### src/rtl/proc_pkg.sv
// Shared processor definitions: opcodes, ALU op codes, decoded-instruction payload
// and the skid-buffer state encoding.
package proc_pkg;

   localparam int unsigned INSTR_W = 32;
   localparam int unsigned REG_W   = 5;
   localparam int unsigned ALU_W   = 5;

   localparam logic [6:0] OPC_OP     = 7'b0110011;
   localparam logic [6:0] OPC_OP_IMM = 7'b0010011;
   localparam logic [6:0] OPC_LOAD   = 7'b0000011;
   localparam logic [6:0] OPC_STORE  = 7'b0100011;
   localparam logic [6:0] OPC_BRANCH = 7'b1100011;
   localparam logic [6:0] OPC_LUI    = 7'b0110111;
   localparam logic [6:0] OPC_AUIPC  = 7'b0010111;
   localparam logic [6:0] OPC_JAL    = 7'b1101111;
   localparam logic [6:0] OPC_JALR   = 7'b1100111;

   typedef enum logic [ALU_W-1:0] {
      ALU_ADD  = 5'd0,
      ALU_SLL  = 5'd1,
      ALU_SLT  = 5'd2,
      ALU_SLTU = 5'd3,
      ALU_XOR  = 5'd4,
      ALU_SRL  = 5'd5,
      ALU_OR   = 5'd6,
      ALU_AND  = 5'd7,
      ALU_SUB  = 5'd8,
      ALU_SRA  = 5'd9,
      ALU_NOP  = 5'd31
   } alu_op_e;

   // Decoded fields; the XLEN-wide immediate and pc travel alongside this struct.
   typedef struct packed {
      logic [REG_W-1:0] rs1;
      logic [REG_W-1:0] rs2;
      logic [REG_W-1:0] rd;
      alu_op_e          alu_control;
      logic             reg_write;
      logic             mem_read;
      logic             mem_write;
      logic             branch;
      logic             jump;
      logic             illegal;
   } dec_instr_t;

   typedef enum logic [1:0] {
      ST_EMPTY = 2'd0,
      ST_ONE   = 2'd1,
      ST_TWO   = 2'd2
   } skid_state_e;

   // Base func3 -> ALU op map shared by OP and OP-IMM.
   function automatic alu_op_e f3_to_alu(input logic [2:0] f3);
      alu_op_e op;
      case (f3)
         3'd0:    op = ALU_ADD;
         3'd1:    op = ALU_SLL;
         3'd2:    op = ALU_SLT;
         3'd3:    op = ALU_SLTU;
         3'd4:    op = ALU_XOR;
         3'd5:    op = ALU_SRL;
         3'd6:    op = ALU_OR;
         3'd7:    op = ALU_AND;
         default: op = ALU_NOP;
      endcase
      return op;
   endfunction

endpackage

### src/rtl/decode_core.sv
// Combinational RV32I/RV64I base-integer decoder: raw instruction -> decoded fields
// plus sign-extended immediate. Illegal encodings collapse to an all-zero NOP payload.
module decode_core
   import proc_pkg::*;
#(
   parameter int unsigned XLEN = 32
) (
   input  logic [INSTR_W-1:0] i_instr,
   output dec_instr_t         o_dec_c,
   output logic [XLEN-1:0]    o_imm_c
);

   localparam logic [6:0] SRA_HI = (XLEN == 64) ? 7'h10 : 7'h20;

   logic [6:0]       w_opcode;
   logic [2:0]       w_func3;
   logic [6:0]       w_func7;
   logic [6:0]       w_shift_hi;
   logic [XLEN-1:0]  w_shamt;
   logic [XLEN-1:0]  w_imm_i;
   logic [XLEN-1:0]  w_imm_s;
   logic [XLEN-1:0]  w_imm_b;
   logic [XLEN-1:0]  w_imm_u;
   logic [XLEN-1:0]  w_imm_j;
   logic             w_bad;

   assign w_opcode   = i_instr[6:0];
   assign w_func3    = i_instr[14:12];
   assign w_func7    = i_instr[31:25];
   assign w_shift_hi = (XLEN == 64) ? {1'b0, i_instr[31:26]} : i_instr[31:25];
   assign w_shamt    = (XLEN == 64) ? XLEN'(i_instr[25:20]) : XLEN'(i_instr[24:20]);

   assign w_imm_i = XLEN'($signed(i_instr[31:20]));
   assign w_imm_s = XLEN'($signed({i_instr[31:25], i_instr[11:7]}));
   assign w_imm_b = XLEN'($signed({i_instr[31], i_instr[7], i_instr[30:25], i_instr[11:8], 1'b0}));
   assign w_imm_u = XLEN'($signed({i_instr[31:12], 12'b0}));
   assign w_imm_j = XLEN'($signed({i_instr[31], i_instr[19:12], i_instr[20], i_instr[30:21], 1'b0}));

   always_comb begin
      o_dec_c             = '0;
      o_dec_c.alu_control = ALU_NOP;
      o_imm_c             = '0;
      w_bad               = 1'b0;

      unique case (w_opcode)
         OPC_OP: begin
            o_dec_c.rs1       = i_instr[19:15];
            o_dec_c.rs2       = i_instr[24:20];
            o_dec_c.rd        = i_instr[11:7];
            o_dec_c.reg_write = 1'b1;
            if (w_func7 == 7'h00)                         o_dec_c.alu_control = f3_to_alu(w_func3);
            else if (w_func7 == 7'h20 && w_func3 == 3'd0) o_dec_c.alu_control = ALU_SUB;
            else if (w_func7 == 7'h20 && w_func3 == 3'd5) o_dec_c.alu_control = ALU_SRA;
            else                                          w_bad = 1'b1;
         end
         OPC_OP_IMM: begin
            o_dec_c.rs1       = i_instr[19:15];
            o_dec_c.rd        = i_instr[11:7];
            o_dec_c.reg_write = 1'b1;
            o_imm_c           = w_imm_i;
            // Shifts carry only the shift amount; the upper immediate bits select the variant.
            if (w_func3 == 3'd1) begin
               o_imm_c = w_shamt;
               if (w_shift_hi == 7'h00) o_dec_c.alu_control = ALU_SLL;
               else                     w_bad = 1'b1;
            end else if (w_func3 == 3'd5) begin
               o_imm_c = w_shamt;
               if (w_shift_hi == 7'h00)        o_dec_c.alu_control = ALU_SRL;
               else if (w_shift_hi == SRA_HI)  o_dec_c.alu_control = ALU_SRA;
               else                            w_bad = 1'b1;
            end else begin
               o_dec_c.alu_control = f3_to_alu(w_func3);
            end
         end
         OPC_LOAD: begin
            o_dec_c.rs1         = i_instr[19:15];
            o_dec_c.rd          = i_instr[11:7];
            o_dec_c.alu_control = ALU_ADD;
            o_dec_c.reg_write   = 1'b1;
            o_dec_c.mem_read    = 1'b1;
            o_imm_c             = w_imm_i;
         end
         OPC_STORE: begin
            o_dec_c.rs1         = i_instr[19:15];
            o_dec_c.rs2         = i_instr[24:20];
            o_dec_c.alu_control = ALU_ADD;
            o_dec_c.mem_write   = 1'b1;
            o_imm_c             = w_imm_s;
         end
         OPC_BRANCH: begin
            o_dec_c.rs1         = i_instr[19:15];
            o_dec_c.rs2         = i_instr[24:20];
            o_dec_c.alu_control = ALU_SUB;
            o_dec_c.branch      = 1'b1;
            o_imm_c             = w_imm_b;
         end
         OPC_LUI, OPC_AUIPC: begin
            o_dec_c.rd          = i_instr[11:7];
            o_dec_c.alu_control = ALU_ADD;
            o_dec_c.reg_write   = 1'b1;
            o_imm_c             = w_imm_u;
         end
         OPC_JAL: begin
            o_dec_c.rd          = i_instr[11:7];
            o_dec_c.alu_control = ALU_ADD;
            o_dec_c.reg_write   = 1'b1;
            o_dec_c.jump        = 1'b1;
            o_imm_c             = w_imm_j;
         end
         OPC_JALR: begin
            o_dec_c.rs1         = i_instr[19:15];
            o_dec_c.rd          = i_instr[11:7];
            o_dec_c.alu_control = ALU_ADD;
            o_dec_c.reg_write   = 1'b1;
            o_dec_c.jump        = 1'b1;
            o_imm_c             = w_imm_i;
         end
         default: w_bad = 1'b1;
      endcase

      if (w_bad) begin
         o_dec_c             = '0;
         o_dec_c.alu_control = ALU_NOP;
         o_dec_c.illegal     = 1'b1;
         o_imm_c             = '0;
      end
   end

endmodule

### src/rtl/decode_stage.sv
// Decode pipeline stage: combinational decode into a 2-entry skid buffer with
// registered ready, flush, and a saturating illegal-instruction counter.
module decode_stage
   import proc_pkg::*;
#(
   parameter int unsigned XLEN  = 32,
   parameter int unsigned CNT_W = 16
) (
   input  logic               clk,
   input  logic               rst_n,
   input  logic               in_valid,
   output logic               in_ready,
   input  logic [INSTR_W-1:0] in_instr,
   input  logic [XLEN-1:0]    in_pc,
   input  logic               flush,
   output logic               out_valid,
   input  logic               out_ready,
   output logic [REG_W-1:0]   out_rs1,
   output logic [REG_W-1:0]   out_rs2,
   output logic [REG_W-1:0]   out_rd,
   output logic [ALU_W-1:0]   out_alu_control,
   output logic [XLEN-1:0]    out_imm,
   output logic [XLEN-1:0]    out_pc,
   output logic               out_reg_write,
   output logic               out_mem_read,
   output logic               out_mem_write,
   output logic               out_branch,
   output logic               out_jump,
   output logic               out_illegal,
   output logic [CNT_W-1:0]   illegal_count
);

   dec_instr_t       w_dec;
   logic [XLEN-1:0]  w_imm;

   skid_state_e      r_state;
   skid_state_e      w_next_state;
   logic             r_in_ready;
   logic             r_out_valid;
   logic             w_accept;
   logic             w_drain;
   logic             w_load_main;
   logic             w_load_skid;
   logic             w_skid_to_main;

   dec_instr_t       r_main;
   logic [XLEN-1:0]  r_main_imm;
   logic [XLEN-1:0]  r_main_pc;
   dec_instr_t       r_skid;
   logic [XLEN-1:0]  r_skid_imm;
   logic [XLEN-1:0]  r_skid_pc;
   logic [CNT_W-1:0] r_illegal_cnt;

   decode_core #(.XLEN(XLEN)) u_decode_core (
      .i_instr (in_instr),
      .o_dec_c (w_dec),
      .o_imm_c (w_imm)
   );

   assign w_accept = in_valid & r_in_ready;
   assign w_drain  = r_out_valid & out_ready;

   // State, valid and ready registers.
   always_ff @(posedge clk or negedge rst_n) begin
      if (!rst_n) begin
         r_state     <= ST_EMPTY;
         r_in_ready  <= 1'b0;
         r_out_valid <= 1'b0;
      end else begin
         r_state     <= w_next_state;
         r_in_ready  <= (w_next_state != ST_TWO);
         r_out_valid <= (w_next_state != ST_EMPTY);
      end
   end

   // Next state and buffer load controls; flush overrides everything including in_valid.
   always_comb begin
      w_next_state   = r_state;
      w_load_main    = 1'b0;
      w_load_skid    = 1'b0;
      w_skid_to_main = 1'b0;
      if (flush) begin
         w_next_state = ST_EMPTY;
      end else begin
         unique case (r_state)
            ST_EMPTY: begin
               if (w_accept) begin
                  w_next_state = ST_ONE;
                  w_load_main  = 1'b1;
               end
            end
            ST_ONE: begin
               if (w_accept && w_drain) begin
                  w_load_main = 1'b1;
               end else if (w_accept) begin
                  w_next_state = ST_TWO;
                  w_load_skid  = 1'b1;
               end else if (w_drain) begin
                  w_next_state = ST_EMPTY;
               end
            end
            ST_TWO: begin
               if (w_drain) begin
                  w_next_state   = ST_ONE;
                  w_skid_to_main = 1'b1;
               end
            end
            default: w_next_state = ST_EMPTY;
         endcase
      end
   end

   // Payload registers: main feeds the outputs, skid holds the overflow entry.
   always_ff @(posedge clk or negedge rst_n) begin
      if (!rst_n) begin
         r_main     <= '0;
         r_main_imm <= '0;
         r_main_pc  <= '0;
         r_skid     <= '0;
         r_skid_imm <= '0;
         r_skid_pc  <= '0;
      end else begin
         if (w_load_main) begin
            r_main     <= w_dec;
            r_main_imm <= w_imm;
            r_main_pc  <= in_pc;
         end else if (w_skid_to_main) begin
            r_main     <= r_skid;
            r_main_imm <= r_skid_imm;
            r_main_pc  <= r_skid_pc;
         end
         if (w_load_skid) begin
            r_skid     <= w_dec;
            r_skid_imm <= w_imm;
            r_skid_pc  <= in_pc;
         end
      end
   end

   // Counts delivered illegal entries; saturates and survives flush.
   always_ff @(posedge clk or negedge rst_n) begin
      if (!rst_n) begin
         r_illegal_cnt <= '0;
      end else if (w_drain && r_main.illegal && (r_illegal_cnt != '1)) begin
         r_illegal_cnt <= r_illegal_cnt + CNT_W'(1);
      end
   end

   assign in_ready        = r_in_ready;
   assign out_valid       = r_out_valid;
   assign out_rs1         = r_main.rs1;
   assign out_rs2         = r_main.rs2;
   assign out_rd          = r_main.rd;
   assign out_alu_control = r_main.alu_control;
   assign out_imm         = r_main_imm;
   assign out_pc          = r_main_pc;
   assign out_reg_write   = r_main.reg_write;
   assign out_mem_read    = r_main.mem_read;
   assign out_mem_write   = r_main.mem_write;
   assign out_branch      = r_main.branch;
   assign out_jump        = r_main.jump;
   assign out_illegal     = r_main.illegal;
   assign illegal_count   = r_illegal_cnt;

endmodule

### config.mk
export PLATFORM = sky130hd
export DESIGN_NAME = decode_stage
export DESIGN_NICKNAME = d
export VERILOG_FILES = /design/src/rtl/proc_pkg.sv /design/src/rtl/decode_core.sv /design/src/rtl/decode_stage.sv
export SDC_FILE = /design/constraint.sdc
export NUM_CORES = 1
export LEC_CHECK = 0
export BUFFER_PORTS_ARGS = -buffer_cell sky130_fd_sc_hd__buf_2
export CAP_MARGIN = 20
export CORE_ASPECT_RATIO = 0.9
export CORE_UTILIZATION = 32
export CTS_CLUSTER_SIZE = 14
export DETAILED_ROUTE_END_ITERATION = 8
export PLACE_DENSITY = 0.61
export SYNTH_ARGS = -nofsm -noshare
export SYNTH_HDL_FRONTEND = slang
export SYNTH_HIERARCHICAL = 1
export SYNTH_SLANG_ARGS = --single-unit
### constraint.sdc
create_clock -name clk -period 2.2 [get_ports clk]
set_input_delay 0.22 -clock clk [delete_from_list [all_inputs] [get_ports clk]]
set_output_delay 0.22 -clock clk [all_outputs]
set_load 0.01 [all_outputs]
* After elaboration in Yosys (flattened, before gate mapping) *
Memory sizes are Yosys's and may differ from the RTL's.
Index checks and enable logic that the tools add are counted.

cells by class
  bitwise gates (word level) = 2
  reduce and logical (&&, ||, !) cells = 18
  equal/unequal tests = 16
  multiplexer cells = 54
  add/subtract/negate cells = 1

operators with widths
  operator                 number
  $mux W32                 7
  $pmux W32 S6             1
  $mux W26                 3
  $mux W5                  11
  $eq A7 B6 Y1 const B     4
  $mux W1                  22
  $eq A7 B7 Y1 const B     3
  $pmux W5 S4              1
  $add A16 B1 Y16 const B  1
  $ne A16 B16 Y1 const B   1
  $eq A7 B5 Y1 const B     2
  $reduce_or A7 Y1         2
  $mux W2                  6
  $reduce_or A6 Y1         2
  $eq A7 B2 Y1 const B     1
  $logic_not A7 Y1         1
  $pmux W2 S3              1
  $reduce_or A2 Y1         3
  $logic_and A1 B1 Y1      5
  $reduce_bool A2 Y1       2
  $eq A3 B1 Y1 const B     1
  $eq A3 B3 Y1 const B     1
  $logic_not A3 Y1         1
  $pmux W1 S3              1
  7 further kinds          8

word-level totals
  memories = 2
  output and inout bits = 108
  ROM bits = 48
  word-level logic and storage cells = 121
  register bits = 200
  bits of input ports = 69

memories
  name             depth  bits a word  read ports  clocked after memory_dff  write ports  RTL line        source
  (no name shown)  8      3            1           0                         0            proc_pkg.sv:56  case (f3)
  (no name shown)  8      3            1           0                         0            proc_pkg.sv:56

* Longest topological paths before layout *
  word-level depth = 8
  mapped depth = 10
  gate-level depth less buffers = 7

* Cells and area by module *
The synthesis kept the hierarchy.

modules (own cells, without submodules)
  module        area each (µm²)  instances  cells each
  decode_stage  8,698.3          1          572
  decode_core   868.3            1          135

* Least setup slack after synthesis *
No wires, ideal clock.

  path kind = input -> register
  start point = in in_instr[4]
  end point = reg r_main_imm[22] (netlist: out_imm[22])
  arrival = 2,009 ps
  stages on the path = 10
  required time = 2,075 ps
  slack = 66 ps
  buffers on the path = 3
  cell sequence = buf_2 -> nand4b_1 -> nor2_2 -> or3_1 -> buf_2 -> and2_4 -> buf_6 -> a21o_1 -> mux2_2 -> mux2_2

on the way
  cells in the longest elaborated chain, start to end = 5
  elaborated cells between the ends (all ways) = 16
  classes of those cells = eq/ne: 9; mux: 4; reduce/logical: 3

RTL lines
  item                                                                   RTL line             source
  start, declared                                                        decode_stage.sv:13   input logic [INSTR_W-1:0] in_instr,
  $eq A7 B6 Y1 (tied with other cells)                                   decode_core.sv:45    unique case (w_opcode)
  $reduce_or A7 Y1 (no source line) or $reduce_or A2 Y1 (tied branches)  n/a
  $pmux W1 S3 or $pmux W32 S6 (tied branches)                            decode_core.sv:45
  $mux W32 (*)                                                           decode_core.sv:121   if (w_bad) begin
  net w_imm[22]                                                          decode_stage.sv:34   logic [XLEN-1:0] w_imm;
  $mux W32 (*)                                                           decode_stage.sv:123  if (w_load_main) begin
  end signal, assigned                                                   decode_stage.sv:125  r_main_imm <= w_imm;
  end signal, assigned                                                   decode_stage.sv:129  r_main_imm <= r_skid_imm;
  end, declared                                                          decode_stage.sv:47   logic [XLEN-1:0] r_main_imm;

Mark *: on every way through the listed nets, which the timed path passes. The rest lies on a longest branch.
A chain may end at the register's enable or synchronous reset.

* Final worst setup path *
  start point = reg r_in_ready (netlist: in_ready)
  end point = reg r_main (netlist bit out_rs2[0])

on the way
  cells in the longest elaborated chain, start to end = 6
  elaborated cells between the ends (all ways) = 8
  classes of those cells = mux: 5; bitwise: 1; reduce/logical: 2

RTL lines
  item                                            RTL line             source
  start, declared                                 decode_stage.sv:38   logic r_in_ready;
  start signal, assigned                          decode_stage.sv:71   r_in_ready <= (w_next_state != ST_TWO);
  $and A1 B1 Y1 (*)                               decode_stage.sv:60   assign w_accept = in_valid & r_in_ready;
  $logic_and A1 B1 Y1                             decode_stage.sv:93   if (w_accept && w_drain) begin
  $mux W1                                         decode_stage.sv:93
  $pmux W1 S2 (*)                                 decode_stage.sv:85   unique case (r_state)
  $mux W1 (*)                                     decode_stage.sv:82   if (flush) begin
  $mux W26 or $reduce_bool A2 Y1 (tied branches)  n/a
  end signal, assigned                            decode_stage.sv:124  r_main <= w_dec;
  end signal, assigned                            decode_stage.sv:128  r_main <= r_skid;
  end, declared                                   decode_stage.sv:46   dec_instr_t r_main;

Every way passes the cells marked *; elsewhere a longest branch is shown, timed or not.

==> metrics.md <==
| Metric | Value |
|---|---|
| Status | completed |
| Post-CTS setup buffers | 0 |
| DRC errors left | 0 |
| DP Worst Slack | -49.38 ps |
| Post-synthesis net count | slightly below 800 |
| PwrDens | 913.6 nW/um2 |
| Clk root buf | clkbuf_16 |
| Hold WS | 29.05 ps |
| Critical Path Fanout Max | 67 |
| Chip height | 166.0 um |
| Critical path class | reg2reg |
| Vias in the first global route | 6362 |
| 1st-iter DRT viols | 248 |
| Area occupied by multi-input gates | 4324 um2 |
| Area growth from synthesis to layout | 22.89% |
| Top_reg_cell synth | dfrtp_1 |
| WP data arrival | 2390 ps |
| Synthesized flop and latch total | 200 |
| Via count | 6384 |
| Design area | 11760 um2 |
| Clock Power Share | 28.9% |
| Die Area | ~30000 um2 |
| R2r setup slk | 110 ps |
| Syn Area/Cell | 13.53 um2 |
| Detailed Routing Iterations Pass 1 | 4 |
| Slew margin rel. | around 64% |
| Mapped Cells | 707 |
| Setup TNS | 0 ps |
| Worst setup SP type | flop |
| Post-DP HPWL | between 15000 and 20000 um |
| Ys Warns | 6 |
| CTS H-tree depth | 4 |
| Final Cycle Share | a little over nine tenths |
| Via density | just under 5 |
| Routed WL per cell | 16.81 um |
| Clock Skews | between 15 and 20 ps |
| Max rail drop VDD | between 0.5 and 0.6 mV |
| R2R depth | 5 |
| Crit. End Element | flop |
| Placed instance count | 1285 |
| Hold Fails Final Rpt | 0 |
| Core area | 29160 um2 |
| Sequential Power Share | 46.6% |
| Total gr overflow | 0 |
| Net Sw Frac | 28.88% |
| PnR worst setup slack | 113.4 ps |
| Io pins | around 180 |
| Unrepaired setup endpoints after global routing | no |
| Tmin final | 2087 ps |
| Layout cell share with drive strength beyond 1 | 50.49% |
| Die Wd | 184.3 um |
| Register area share after synthesis | a little over half |
| # port buffers | 176 |
| Hold depth | 2 |
| Fin nets | 979 |
| Synth cell types | 55 |
| GRT Overall Usage | 14.89% |
| Largest net degree at the start of global routing | between 60 and 70 |
| Worst hold start | in_pc[21] |
| Hold-critical path endpoint | r_skid_pc[21] |
| First-pass GRT wire length | ~35000 um |
| CTS clk-pin slew, worst paths | 80 ps |
| # setup viols final | 0 |
| Post-DP Area | roughly 11000 um2 |
| Post-synth ARST share | 100.0% |
| Antenna violations before repair | 1 |
| Max clock buf depth | 2 |
| Post-route ant nets | 0 |
| Tightest Pin Transition | roughly 550 ps |
| Hold crit path type | in2reg |
| Worst skew pair latency | 430 ps |
| Net switching power | between 3 and 4 mW |
| Mapped Area | around 9600 um2 |
| Row cnt | 59 |
| EDFF count, synth | 0 |
| LEAKAGE | 5.970 nW |
| CTS Buf Count | 17 |
| Slowest Stage Delay on Critical Path | 540 ps |
| FMAX | ~480 MHz |
| Final Power | ~11 mW |
| Reg2reg start | in_ready |
| Critical path cell sequence | nand2_1, or4_4, buf_12, mux2_1, mux2_2 |
| Required time of the worst setup path | 2510 ps |
| CTS sink count | 200 |
| Comb pwr share | 24.5% |
| Final WL | 22160 um |
| Critical path's slowest cell | or4_4 |
| Initial Utilization | 32.81% |
| Crit Reg-Reg Endpoint | out_rs2[0] |
| GP Congestion | 0.8579 |
| FF+latch area | roughly 5000 um2 |
| Int Pwr | 7.639 mW |
| Util after Layout | 40.32% |
| Slew Limit Fails | 0 |
| CTS tree | yes |
| Fill cells | 2800 |
| Non-filler cells, final | 1318 |
| Max-Cap Viols | 0 |
what timing repair did:
item	4_1_cts	5_1_grt
hold endpoints to repair	58	0
hold buffers	1	0
gates resized for setup	0	0
cell usage after synthesis (2+ instances only):
master      n  share of area (%)
a21o_1     20                1.6
a21oi_1    11               0.58
a22oi_1     4               0.31
a31oi_1     2               0.13
and2_1     17                1.1
and3_1      5               0.33
and4_1      2               0.18
buf_1       2              0.079
buf_2      10               0.52
buf_4       4               0.31
buf_6       9                1.1
clkbuf_1   12               0.47
dfrtp_1   200                 52
inv_1       5               0.20
mux2_1     64                7.5
mux2_2    201                 24
mux2i_1     3               0.31
nand2_1    15               0.59
nand2b_1    2               0.13
nand3_1     7               0.37
nand4_1     6               0.39
nand4b_1    2               0.18
nor2_1     16               0.63
nor2_2      2               0.13
nor2b_1     8               0.52
nor3_1     11               0.58
nor3_2      2               0.21
nor3b_1     4               0.31
nor4_1      4               0.26
o211a_1     2               0.21
o211ai_1    3               0.24
o21a_1      4               0.31
o21ai_0     8               0.42
or2_2       2               0.13
or3_1       2               0.13
or4_1       2               0.16
xnor2_1     3               0.27
xor2_1     14                1.3
registers in the layout (all words and copies together) (netlist names), 2 cells and up:
register         cells
out_rs1              5
illegal_count       16
r_skid              26
r_skid_imm          32
r_state              2
out_alu_control      5
r_skid_pc           32
out_rs2              5
out_imm             32
out_pc              32
out_rd               5
logic make-up after synthesis:
kind of cell	after synthesis	synth area share (%)
XOR/XNOR	17	1.556
AO/OA/AOI/OAI	62	4.486
AND/OR/NAND/NOR	117	7.363
adder cells (fa/ha/maj)	1	0.1308
multiplexers	268	31.51
buffers and inverters	42	2.642
flip-flops	200	52.31
cells in the final DEF, fill, tap and decap left out, types with 5 or more instances in the layout:
| cell type | instances |
|---|---|
| mux2_2 | 201 |
| dfrtp_1 | 200 |
| buf_2 | 175 |
| mux2_1 | 64 |
| buf_4 | 34 |
| a21o_1 | 20 |
| and2_1 | 17 |
| clkbuf_16 | 17 |
| nor2_1 | 16 |
| nand2_1 | 14 |
| xor2_1 | 14 |
| a21oi_1 | 11 |
| nor3_1 | 11 |
| buf_12 | 9 |
| nor2b_1 | 8 |
| o21ai_0 | 8 |
| nand3_1 | 7 |
| nand4_1 | 6 |
| inv_6 | 6 |
| inv_1 | 5 |
| and3_1 | 5 |
layout make-up:
type / instances / share of cell area (%)
flip-flops and latches: 200 / 42.57
multi-input cells: 465 / 36.78
repair buffers: 220 / 11.36
well taps: 396 / 4.215
clock buffers: 18 / 3.736
clock inverters: 13 / 1.160
inverters: 5 / 0.1596
diodes: 1 / 0.02129
per-layer routing:
layer	vias to the layer above	GRT usage [%]	wire length, um
met5	-	0	0
met4	0	4.094	373
met3	23	3.991	1288
met2	161	23.17	10200
met1	3228	20.30	10300
li1	2972	-	-
how the worst max path moves through the flow:
stage / cells past startpoint / startpoint / endpoint / slack [ps]
after floorplan: 10 / in_instr[4] / out_imm[22] / 70
after global placement: 9 / in_instr[25] / out_alu_control[2] / -40
after detailed placement: 9 / in_instr[25] / out_alu_control[0] / -50
after CTS: 5 / in_ready / out_imm[0] / 80
after global routing: 5 / in_ready / out_rs1[1] / 9
final: 5 / in_ready / out_rs2[0] / 110
critical path: cells and delay by family (launching register included):
family / cells / cell delay [ps]
buffers and inverters: 1 / 240
multiplexers: 2 / 640
AND/OR/NAND/NOR: 2 / 680
flip-flops: 1 / 360
power by group through the flow:
stage          clock network [mW]  logic (mW)  registers, mW
2_1_floorplan                   0        1.45           5.23
3_3_place_gp                    0        2.65           5.04
3_5_place_dp                    0        2.70           5.09
4_1_cts                      3.22        2.70           5.02
5_1_grt                      3.35        2.90           5.13
6_report                     3.10        2.64           5.00
(Power assumes the default switching activity.)
